$ cat config.mk
export PLATFORM = sky130hd
export DESIGN_NAME = seq_multi_operand_adder
export DESIGN_NICKNAME = d
export VERILOG_FILES = /design/src/rtl/seq_multi_operand_adder.sv
export SDC_FILE = /design/constraint.sdc
export NUM_CORES = 1
export LEC_CHECK = 0
export CAP_MARGIN = 20
export CELL_PAD_IN_SITES_DETAIL_PLACEMENT = 2
export CELL_PAD_IN_SITES_GLOBAL_PLACEMENT = 2
export CORE_UTILIZATION = 29
export CTS_CLUSTER_SIZE = 20
export DETAILED_ROUTE_END_ITERATION = 8
export PLACE_DENSITY_LB_ADDON = 0.1
export SYNTH_ARGS = -nofsm -noshare
export SYNTH_HDL_FRONTEND = slang
export SYNTH_SLANG_ARGS = --single-unit
export TNS_END_PERCENT = 1
$ cat constraint.sdc
create_clock -name clk -period 4.45 [get_ports clk]
set_input_delay 1.1125 -clock clk [delete_from_list [all_inputs] [get_ports clk]]
set_output_delay 1.1125 -clock clk [all_outputs]
set_load 0.03 [all_outputs]
$ cat src/rtl/seq_multi_operand_adder.sv
// Sequential multi-operand adder: streams NUM_OPS unsigned operands through a
// valid/ready port, adds a one-time carry-in, and hands back the wide sum.
module seq_multi_operand_adder #(
  parameter  int WIDTH   = 7,
  parameter  int NUM_OPS = 8,
  localparam int ACC_W   = WIDTH + $clog2(NUM_OPS + 1)
) (
  input  logic             clk,
  input  logic             rst,
  input  logic             start,
  input  logic             ci,
  input  logic             in_valid,
  output logic             in_ready,
  input  logic [WIDTH-1:0] in_data,
  output logic             out_valid,
  input  logic             out_ready,
  output logic [WIDTH-1:0] sum,
  output logic             co,
  output logic [ACC_W-1:0] sum_full,
  output logic             busy
);
  localparam int CNT_W = (NUM_OPS > 1) ? $clog2(NUM_OPS) : 1;
  localparam logic [CNT_W-1:0] LAST = CNT_W'(NUM_OPS - 1);

  typedef enum logic [1:0] {IDLE, ACCUM, DONE} state_t;

  state_t           state_q, state_d;
  logic [ACC_W-1:0] acc_q, acc_d;
  logic [CNT_W-1:0] cnt_q, cnt_d;

  always_ff @(posedge clk) begin
    if (rst) begin
      state_q <= IDLE;
      acc_q   <= '0;
      cnt_q   <= '0;
    end else begin
      state_q <= state_d;
      acc_q   <= acc_d;
      cnt_q   <= cnt_d;
    end
  end

  // start is only looked at in IDLE, so pulses during ACCUM/DONE fall through
  always_comb begin
    state_d   = state_q;
    acc_d     = acc_q;
    cnt_d     = cnt_q;
    in_ready  = 1'b0;
    out_valid = 1'b0;
    busy      = 1'b0;
    unique case (state_q)
      IDLE: begin
        if (start) begin
          acc_d   = ACC_W'(ci);
          cnt_d   = '0;
          state_d = ACCUM;
        end
      end
      ACCUM: begin
        in_ready = 1'b1;
        busy     = 1'b1;
        if (in_valid) begin
          acc_d = acc_q + ACC_W'(in_data);
          cnt_d = cnt_q + 1'b1;
          if (cnt_q == LAST) state_d = DONE;
        end
      end
      DONE: begin
        out_valid = 1'b1;
        busy      = 1'b1;
        if (out_ready) state_d = IDLE;
      end
      default: state_d = IDLE;
    endcase
  end

  // ACC_W > WIDTH always holds, so the overflow slice is never empty
  assign sum      = acc_q[WIDTH-1:0];
  assign co       = |acc_q[ACC_W-1:WIDTH];
  assign sum_full = acc_q;

endmodule

# Word-level counts from Yosys, hierarchy flattened
# Index checks and enable logic that the tools add are counted.
# W data, S select, Z words.
dict set report totals {
  reg_bits 16
  in_bits 13
  word_cells 32
}
dict set report op_classes {
  addsub 2
  n_eq_ne 7
  muxes 14
  n_reduce_logical 6
}
# operator count
set ops {}
lappend ops {{$mux W11} 2}
lappend ops {{$pmux W11 S2} 1}
lappend ops {{$add A11 B7 Y11} 1}
lappend ops {{$mux W2} 4}
lappend ops {{$ne A2 B2 Y1 const B} 4}
lappend ops {{$mux W3} 2}
lappend ops {{$pmux W2 S3} 1}
lappend ops {{$pmux W3 S2} 1}
lappend ops {{$reduce_and A4 Y1} 1}
lappend ops {{$reduce_or A4 Y1} 1}
lappend ops {{$add A3 B1 Y3 const B} 1}
lappend ops {{$eq A3 B3 Y1 const B} 1}
lappend ops {{$mux W1} 3}
lappend ops {{$reduce_and A3 Y1} 1}
lappend ops {{$eq A2 B1 Y1 const B} 1}
lappend ops {{$eq A2 B2 Y1 const B} 1}
lappend ops {{$logic_not A2 Y1} 1}
lappend ops {{$reduce_bool A2 Y1} 1}
lappend ops {{$reduce_or A2 Y1} 1}

# Logic depth before layout (Yosys ltp)
# Gate-level depths: netlist of run 1.
dict set report depth {
  depth_word 4
  depth_mapped 8
}

# Least setup slack after synthesis of run 1
# Ideal clock, no wire load.
dict set report synth_timing {
  kind {input-to-reg}
  from {in in_data[0]}
  to {reg acc_q[6] (netlist: sum_full[6])}
  t_arrival_ns 2.191
  t_required_ns 4.309
  setup_slack_ns 2.119
  cell_stages 6
  path_buffers 0
  path_cell_list {ha_1 > fa_1 > nand3_1 > a21oi_1 > o211ai_1 > o311ai_0}
}
dict set report synth_between {
  elab_chain_len 3
}
# element line_no
set synth_rtl {}
lappend synth_rtl {{start: declaration} 14} ;# input logic [WIDTH-1:0] in_data,
lappend synth_rtl {{$add A11 B7 Y11} 63} ;# acc_d = acc_q + ACC_W'(in_data);
lappend synth_rtl {{$mux W11} 62} ;# if (in_valid) begin
lappend synth_rtl {{$pmux W11 S2} 51} ;# unique case (state_q)
lappend synth_rtl {{end signal: assignment} 34} ;# acc_q <= '0;
lappend synth_rtl {{end signal: assignment} 38} ;# acc_q <= acc_d;
lappend synth_rtl {{end: declaration} 28} ;# logic [ACC_W-1:0] acc_q, acc_d;
# Every way passes these cells. The select of a mux whose other input is x is not followed.
# A chain may end at the register's enable or synchronous reset.

# Worst setup path in the final report of run 1
dict set report layout_timing {
  from {reg state_q[1]}
  to {out in_ready}
}
dict set report layout_between {
  elab_chain_len 2
}
# element line_no
set layout_rtl {}
lappend layout_rtl {{start: declaration} 27} ;# state_t state_q, state_d;
lappend layout_rtl {{start signal: assignment} 37} ;# state_q <= state_d;
lappend layout_rtl {{$eq A2 B1 Y1} 51}
lappend layout_rtl {{$mux W1} 51}
lappend layout_rtl {{end: declaration} 13} ;# output logic in_ready,
# Every way passes these cells.

==> run metrics, run 1 <==
H-tree Lvls=1; Compound-Gate Fraction of Synth Area=19.4%; die width=64.9 um; Flop pwr share=34.8%; top post-synthesis cells by area=dfxtp_1, ha_1, mux2i_1; clk_skew=0.00201 ns; CTS tree=yes; Mean Syn Cell Area=8.70 um^2; port bufs=34; area occupied by multi-input gates=729 um^2; CTS root buf=clkbuf_8; synthesized cell area=0.00115 mm^2; fraction of layout cells with a size suffix above 1=6.92%; Placer Congestion=0.758; Max Cap Viol=0; Post-DRT Antenna Nets=0; hold_sp=sum_full[7]$_SDFFE_PP0P_; largest net degree at the start of global routing=20; hold path endpoint=sum_full[7]$_SDFFE_PP0P_; crit path DAT=1.77 ns; Synth area leader=dfxtp_1; worst slew pin tran=0.680 ns; post-CTS sizing=0; area of the core=0.00372 mm^2; Yosys reg bits=16; status=finished, final reports clean; I/O Pins=35; CTS Hold Bufs=0; R2R depth=6; post-synth top area share=27.9%; Max Clock Freq=346 MHz; fin util=41.1%; Min-Delay Path Class=register to register; antenna cells=0; Post-Synth XOR/XNOR Area=0.763%; Critical Path Fanout Max=8; Avg WL per Cell=15.3 um; DR vias=1084; Tot Pwr=0.456 mW; CTS clk-pin slew, worst paths=0.07 ns; Die H=64.9 um; setup tns final=0 ns; Area Growth Syn to Fin=33.0%; GRT overflow=0; setup violators final=0; largest family of logic cells by synthesized area=simple AND/OR/NAND/NOR gates; syn_nets=159; P_leak=0.583 nW; CP endpoint kind=output port; total iterations of the first detailed-routing run=4; Critical-path top delay cell=clkdlybuf4s50_1; Sw Share=34.7%; CP Data Required Time=3.34 ns; final wirelength=3.17 mm; Max stage delay on crit path=0.74 ns; Slew HR=54.5%; reg2reg end=sum_full[0]$_SDFFE_PP0P_; initial antenna violation count=0; final slew viol count=0; clk sinks=16; Synth Area in Simple Gates=22.2%; final hold vios=0; Synth Area in Adders=15.9%; Final period util=64.9%; min cycle time layout=2.89 ns; # DRC=0; Reg2Reg Setup Slack=2.27 ns; Vias/cell=5.24; first-pass GRT wire length=5.37 mm; Worst-Skew Late Latency=0.26 ns; Pwr per Cell Area=298 mW/mm^2; worst path cell trace=inv_1 -> ha_1 -> clkdlybuf4s50_1; # Post-CTS Setup Buffers=0; RSZ-0062 raised after global routing=no; violation count after the first detailed-route iteration=25; Worst VDD drop=118 uV; die area=0.00422 mm^2; P_sw=0.158 mW; buffer depth of the longest clock path=2; mux contribution to synthesized area=5.23%; Tot GR Track Use=16.9%; fin area=0.00153 mm^2; Final #Nets=187; startpoint types=register; post-synth cell types=35; Synth Warn #=0; Initial Util=30.9%; dpl cell area=0.00147 mm^2; post-DP HPWL=2.42 mm; hold depth=2; CTS Buf Count=3; critical path class=register to output port; post-synthesis sequential area ratio=27.9%; Comb pwr share=35.8%; Post-Synthesis Cells=132; vias in the first global route=1125; clock share of power=29.4%; r2r startpoint=state_q[1]$_SDFFE_PP0P_; Cell Rows=22; Pint=0.297 mW; Fillers=423; Seq. cell area=320 um^2
-- through the flow --
step	std cells	setup slack (ns)	hold slack (ns)
5_1_grt	207	1.49	0.526
3_3_place_gp	203	1.57	0.481
2_1_floorplan	132	2.12	0.481
6_report	207	1.56	0.500
3_5_place_dp	203	1.50	0.493
4_1_cts	207	1.54	0.507
-- Yosys cell counts, drive strengths merged --
| library cell | count |
|---|---|
| ha | 13 |
| a222oi | 1 |
| nand2 | 11 |
| or3 | 3 |
| a21o | 2 |
| a32oi | 2 |
| dfxtp | 16 |
| a2111oi | 1 |
| nand3b | 6 |
| a22oi | 3 |
| a211oi | 2 |
| buf | 9 |
| o311ai | 2 |
| xor2 | 1 |
| a21bo | 2 |
| nand3 | 3 |
| fa | 1 |
| or4 | 2 |
| a211o | 1 |
| nor2b | 3 |
| and3b | 1 |
| nor3 | 4 |
| nor2 | 14 |
| a21oi | 11 |
| o211ai | 2 |
| clkbuf | 2 |
| inv | 6 |
| mux2i | 6 |
| and2 | 1 |
| o21a | 1 |
-- final cells by class --
type                       count  share of cell area (%)
multi-input combinational     99                    47.7
timing repair buffer          34                    22.3
sequential                    16                    21.0
tap                           48                    3.93
clock buffer                   4                    3.60
inverter                       6                    1.47
-- cell families after synthesis --
kind of cell	Yosys count
compound gates	30
xor+xnor	1
fa+ha+maj	14
buf+inv	17
flops	16
mux	6
simple gates	48
-- layer usage --
layer | vias up | track usage [%] | part of all wire [%] | routed length, um
met4 | 0 | 6.67 | 1.6 | 51
met3 | 5 | 3.52 | 4.0 | 126
met2 | 29 | 28.9 | 48 | 1530
li1 | 528 | - | - | -
met5 | - | 0 | 0 | 0
met1 | 522 | 20.4 | 46 | 1460
-- worst max path at each step --
| stage | from | end | slack, ns |
|---|---|---|---|
| 2_1_floorplan | in_data[0] | sum_full[6]$_SDFFE_PP0P_ | 2.12 |
| 3_3_place_gp | start | sum_full[0]$_SDFFE_PP0P_ | 1.57 |
| 3_5_place_dp | in_data[0] | sum_full[6]$_SDFFE_PP0P_ | 1.50 |
| 4_1_cts | state_q[1]$_SDFFE_PP0P_ | in_ready | 1.54 |
| 5_1_grt | state_q[1]$_SDFFE_PP0P_ | in_ready | 1.49 |
| 6_report | state_q[1]$_SDFFE_PP0P_ | in_ready | 1.56 |
-- power by group through the flow --
stage	Sequential [mW]	Combinational (mW)	Clock, mW
2_1_floorplan	0.169	0.107	0
3_3_place_gp	0.161	0.160	0
3_5_place_dp	0.162	0.164	0
4_1_cts	0.159	0.166	0.138
5_1_grt	0.160	0.179	0.145
6_report	0.159	0.163	0.134
-- sequential cells by signal (all words and copies together) (netlist names) --
| name | count |
|---|---|
| cnt_q | 3 |
| sum_full | 11 |
| state_q | 2 |
-- layout by cell type (no fill, tap or decap) --
cell / n
clkbuf_8: 4
nor2_2: 1
nor3_1: 4
fa_1: 1
a211oi_2: 2
nand3_1: 3
o311ai_0: 2
mux2i_1: 6
and3b_1: 1
a32oi_1: 2
and2_1: 1
ha_1: 13
a22oi_1: 3
inv_1: 6
o211ai_1: 2
dfxtp_1: 16
clkdlybuf4s50_1: 34
a2111oi_0: 1
a21bo_2: 2
or4_4: 1
nand3b_1: 6
o21a_1: 1
a21oi_1: 11
nor2b_4: 1
nor2_1: 13
nor2b_1: 2
or3_1: 3
xor2_1: 1
or4_1: 1
a222oi_1: 1
a211o_1: 1
nand2_1: 11
a21o_1: 2
-- critical path, delay by kind of cell, from the launching register on --
| family | cells | cell delay [ns] |
|---|---|---|
| adder cells (fa/ha/maj) | 1 | 0.34 |
| flip-flops | 1 | 0.34 |
| buffers and inverters | 2 | 0.84 |
Note: power is estimated with default switching activity, not from simulation.
==> inputs of run 2 (changes only) <==
Settings changed: CORE_UTILIZATION 29 to 27.
Clock period 4.45 ns to 2.95 ns, I/O delays scaled along.
==> run metrics, run 2 (synthesized netlist as in run 1, its figures left out) <==
Critical-path top delay cell=clkdlybuf4s50_1; met2 wire length=1.73 mm (+13%); fraction of layout cells with a size suffix above 1=7.50% (+0.58 points); startpoint types=register; largest net degree at the start of global routing=13 (-35%); Met1 Wirelength=1.44 mm (-1.2%); hold_sp=sum_full[10]$_SDFFE_PP0P_; P_leak=0.588 nW (+0.82%); final wirelength=3.33 mm (+4.8%); most common cell after layout, fill and taps aside=clkdlybuf4s50_1; Avg WL per Cell=15.8 um (+3.3%); worst slew pin tran=0.509 ns (-0.171 ns); antenna cells=0 (unchanged); Critical Path Fanout Max=8 (unchanged); hold path endpoint=sum_full[10]$_SDFFE_PP0P_; Cell Rows=23 (+4.5%); Max stage delay on crit path=0.74 ns (about the same); Reg2Reg Setup Slack=0.83 ns (-1.44 ns); first-pass GRT wire length=5.31 mm (-1.2%); WL met3=115 um (-8.7%); # DRC=0 (unchanged); CTS clk-pin slew, worst paths=0.07 ns (about the same); critical path class=register to output port; Max Clock Freq=402 MHz; final slew viol count=0 (unchanged); r2r startpoint=state_q[1]$_SDFFE_PP0P_; Area Growth Syn to Fin=33.9%; Tot GR Track Use=16.0% (-0.89 points); dpl cell area=0.00148 mm^2 (+0.68%); setup violators final=0 (unchanged); Min-Delay Path Class=register to register; CTS Hold Bufs=0 (unchanged); DR vias=1069 (-1.4%); CP endpoint kind=output port; Post-DRT Antenna Nets=0 (unchanged); Worst-Skew Late Latency=0.25 ns (about the same); min cycle time layout=2.49 ns; clk_skew=0.00103 ns (-0.000984 ns); RSZ-0062 raised after global routing=no; Highest Signal Layer=met4; fin area=0.00154 mm^2 (+0.65%); CTS Buf Count=3 (unchanged); GRT overflow=0 (unchanged); area of the core=0.00403 mm^2 (+8.4%); Initial Util=28.5% (-2.4 points); H-tree Lvls=1 (unchanged); clk sinks=16 (unchanged); Worst VDD drop=150 uV (+27%); reg2reg end=sum_full[7]$_SDFFE_PP0P_; # Post-CTS Setup Buffers=0 (unchanged); Placer Congestion=0.740 (-2.4%); Final period util=84.4%; Fillers=475 (+12%); post-DP HPWL=2.66 mm (+9.7%); Max Cap Viol=0 (unchanged); die area=0.00452 mm^2 (+7.2%); crit path DAT=1.75 ns (-0.02 ns); post-CTS sizing=0 (unchanged); Die H=67.2 um (+3.5%); max reg flops=11 (unchanged); vias in the first global route=1106 (-1.7%); Pwr per Cell Area=447 mW/mm^2 (+50%); Vias/cell=5.09 (-2.8%); Slew HR=65.2% (+11 points); setup tns final=0 ns (unchanged); worst path cell trace=inv_1 -> ha_1 -> clkdlybuf4s50_1; CP Data Required Time=2.21 ns (-1.13 ns); final hold vios=0 (unchanged); I/O Pins=35 (unchanged); most frequent cells in the layout=clkdlybuf4s50_1, dfxtp_1, nor2_1, ha_1; CTS tree=yes; initial antenna violation count=0 (unchanged); port bufs=34 (unchanged); CTS root buf=clkbuf_8; die width=67.2 um (+3.5%); total iterations of the first detailed-routing run=4 (unchanged); status=finished, final reports clean; R2R depth=6 (unchanged); buffer depth of the longest clock path=2 (unchanged); hold depth=2 (unchanged); violation count after the first detailed-route iteration=56 (+120%); Final #Nets=188 (+0.53%)
==> run 2: how the worst max path moves through the flow <==
stage                                  from                   endpoint  slack [ns]
finish              state_q[1]$_SDFFE_PP0P_                   in_ready        0.46
global route        state_q[1]$_SDFFE_PP0P_                   in_ready        0.36
CTS                 state_q[1]$_SDFFE_PP0P_                   in_ready        0.44
detailed placement               in_data[0]   sum_full[6]$_SDFFE_PP0P_        0.39
global placement                 in_data[0]  sum_full[10]$_SDFFE_PP0P_        0.42
floorplan                        in_data[0]   sum_full[6]$_SDFFE_PP0P_        0.99
==> run 2: layout make-up <==
| cell class | count | area [um^2] | area share [%] |
|---|---|---|---|
| Clock buffer | 4 | 55.1 | 3.58 |
| Inverter | 6 | 22.5 | 1.46 |
| Multi-Input combinational cell | 99 | 729 | 47.4 |
| Sequential cell | 16 | 320 | 20.8 |
| Tap cell | 50 | 62.6 | 4.07 |
| Timing Repair Buffer | 35 | 348 | 22.6 |
==> run 2: through the flow <==
stage	worst slack (ns)	power [mW]	utilization (%)	instances	hold slack, ns
finish	0.460	0.687	38.2	210	0.492
global route	0.363	0.731	38.2	210	0.527
CTS	0.436	0.705	38.2	210	0.504
detailed placement	0.388	0.495	36.8	206	0.492
global placement	0.418	0.488	36.8	206	0.471
floorplan	0.994	0.416	-	132	0.481
==> run 2: layer usage <==
layer  global-route usage [%]  up-vias
li1                         -      529
met1                     18.9      514
met2                     28.4       22
met3                     2.70        4
met4                     6.38        0
met5                        0        -
==> run 2: where the power goes <==
group,leakage [nW],internal (mW),switching (mW)
Sequential,0.130,0.227,0.0118
Combinational,0.430,0.103,0.145
Clock,0.0288,0.119,0.0817
==> run 2: critical path: cells and delay by family (launching register included) <==
kind                     cells  cell delay, ns
flip-flops                   1            0.34
adder cells (fa/ha/maj)      1            0.32
buffers and inverters        2            0.84
==> inputs of run 3 (changes only) <==
Clock period 2.95 ns to 2.3 ns, I/O delays scaled along.
==> run metrics, run 3 (synthesized netlist as in run 1, its figures left out) <==
final hold vios=0 (unchanged); fin area=0.00160 mm^2 (+4.2%); first-pass GRT wire length=5.59 mm (+5.3%); Worst Setup Slack, final=0.0734 ns (-0.387 ns); Met1 Wirelength=1.46 mm (+1.0%); dpl cell area=0.00155 mm^2 (+4.6%); CP Data Required Time=1.73 ns (-0.48 ns); Layout Cells excl Fill=219 (+4.3%); area occupied by multi-input gates=729 um^2 (unchanged); WL met3=151 um (+31%); Final period util=96.8%; H-tree Lvls=1 (unchanged); die width=67.2 um (unchanged); RSZ-0062 raised after global routing=no; most common cell after layout, fill and taps aside=clkdlybuf4s50_1; # Post-CTS Setup Buffers=0 (unchanged); Avg WL per Cell=15.5 um (-2.1%); CP endpoint kind=output port; Min-Delay Path Class=register to register; port bufs=34 (unchanged); Slew HR=67.0% (+1.8 points); worst path cell trace=inv_1 -> ha_1 -> clkdlybuf4s50_1; final slew viol count=0 (unchanged); CTS Buf Count=3 (unchanged); antenna cells=0 (unchanged); DP Cell Count=215 (+4.4%); Post-DRT Antenna Nets=0 (unchanged); Max Cap Viol=0 (unchanged); Fillers=464 (-2.3%); Placer Congestion=0.767 (+3.7%); CTS clk-pin slew, worst paths=0.07 ns (about the same); Area Growth Syn to Fin=39.5%; vias in the first global route=1149 (+3.9%); clk sinks=16 (unchanged); Critical-path top delay cell=clkdlybuf4s50_1; CP bufs+invs=2 (unchanged); die area=0.00452 mm^2 (unchanged); worst slew pin tran=0.483 ns (-0.0261 ns); P_leak=0.639 nW (+8.6%); Critical Path Fanout Max=3 (-5); I/O Pins=35 (unchanged); met2 wire length=1.72 mm (-0.40%); post-place setup slack=-0.0940 ns (-0.482 ns); setup violators final=0 (unchanged); CTS root buf=clkbuf_8; DR vias=1088 (+1.8%); CTS tree=yes; Initial Util=28.5% (unchanged); min cycle time layout=2.23 ns; initial antenna violation count=0 (unchanged); Max stage delay on crit path=0.66 ns (-0.08 ns); startpoint types=register; most frequent cells in the layout=clkdlybuf4s50_1, dfxtp_1, nor2_1, ha_1; setup tns final=0 ns (unchanged); cell family with most CP delay=buffers and inverters; GRT overflow=0 (unchanged); crit path DAT=1.65 ns (-0.10 ns); critical path class=register to output port; final wirelength=3.40 mm (+2.1%); clk_skew=0.00338 ns (+0.00235 ns); violation count after the first detailed-route iteration=42 (-25%); Tot GR Track Use=17.4% (+1.4 points); Worst-Skew Late Latency=0.26 ns (about the same); area of the core=0.00403 mm^2 (unchanged); Final #Nets=197 (+4.8%); Highest Signal Layer=met4; max reg flops=11 (unchanged); Worst VDD drop=365 uV (+140%); buffer depth of the longest clock path=2 (unchanged); Cell Rows=23 (unchanged); Die H=67.2 um (unchanged); Max Clock Freq=449 MHz; total iterations of the first detailed-routing run=4 (unchanged); # DRC=0 (unchanged); fraction of layout cells with a size suffix above 1=12.4% (+4.9 points); largest net degree at the start of global routing=12 (-1); post-DP HPWL=2.70 mm (+1.6%); status=finished, final reports clean; Pwr per Cell Area=574 mW/mm^2 (+28%); Seq. cell area=320 um^2 (unchanged); Vias/cell=4.97 (-2.4%)
run 3: what timing repair did:
action                                 CTS  global route
endpoints found under the hold margin    0             0
resized for setup                        2             0
hold buffers                             0             0
setup endpoints to repair                2             0
run 3: area by class of cell:
class | count | area share, %
Timing Repair Buffer | 44 | 25.8
Sequential cell | 16 | 20.0
Inverter | 6 | 1.41
Multi-Input combinational cell | 99 | 45.5
Clock buffer | 4 | 3.43
Tap cell | 50 | 3.90
run 3: layer usage:
metal | vias to the layer above | GRT usage [%]
met1 | 519 | 18.8
met3 | 5 | 4.56
met2 | 23 | 31.3
met5 | - | 0
met4 | 0 | 7.98
li1 | 541 | -
run 3: worst reg2reg max path: stages, from the launching register on:
cell and delay (ns):
dfxtp_1 0.36, inv_1 0.08, ha_1 0.28, nor2b_1 0.21, or4_4 0.52, a211oi_2 0.26, mux2i_1 0.21
run 3: through the flow:
step / power [mW] / util, % / hold slack, ns
6_report: 0.920 / 39.8 / 0.509
5_1_grt: 0.982 / 39.8 / 0.522
4_1_cts: 0.938 / 39.8 / 0.514
3_5_place_dp: 0.662 / 38.5 / 0.501
3_3_place_gp: 0.656 / 38.5 / 0.484
2_1_floorplan: 0.533 / - / 0.481
run 3: worst paths after layout:
check	startpoint	depth (start not counted)	end	slack (ns)
min reg2reg	sum_full[9]$_SDFFE_PP0P_	2	sum_full[9]$_SDFFE_PP0P_	0.51
min	sum_full[9]$_SDFFE_PP0P_	2	sum_full[9]$_SDFFE_PP0P_	0.51
max reg2reg	state_q[1]$_SDFFE_PP0P_	6	sum_full[9]$_SDFFE_PP0P_	0.32
max	state_q[0]$_SDFFE_PP0P_	3	busy	0.07
run 3: power by group:
part / internal (mW) / switching [mW]
combinational: 0.153 / 0.189
clock: 0.153 / 0.119
sequential: 0.292 / 0.0147
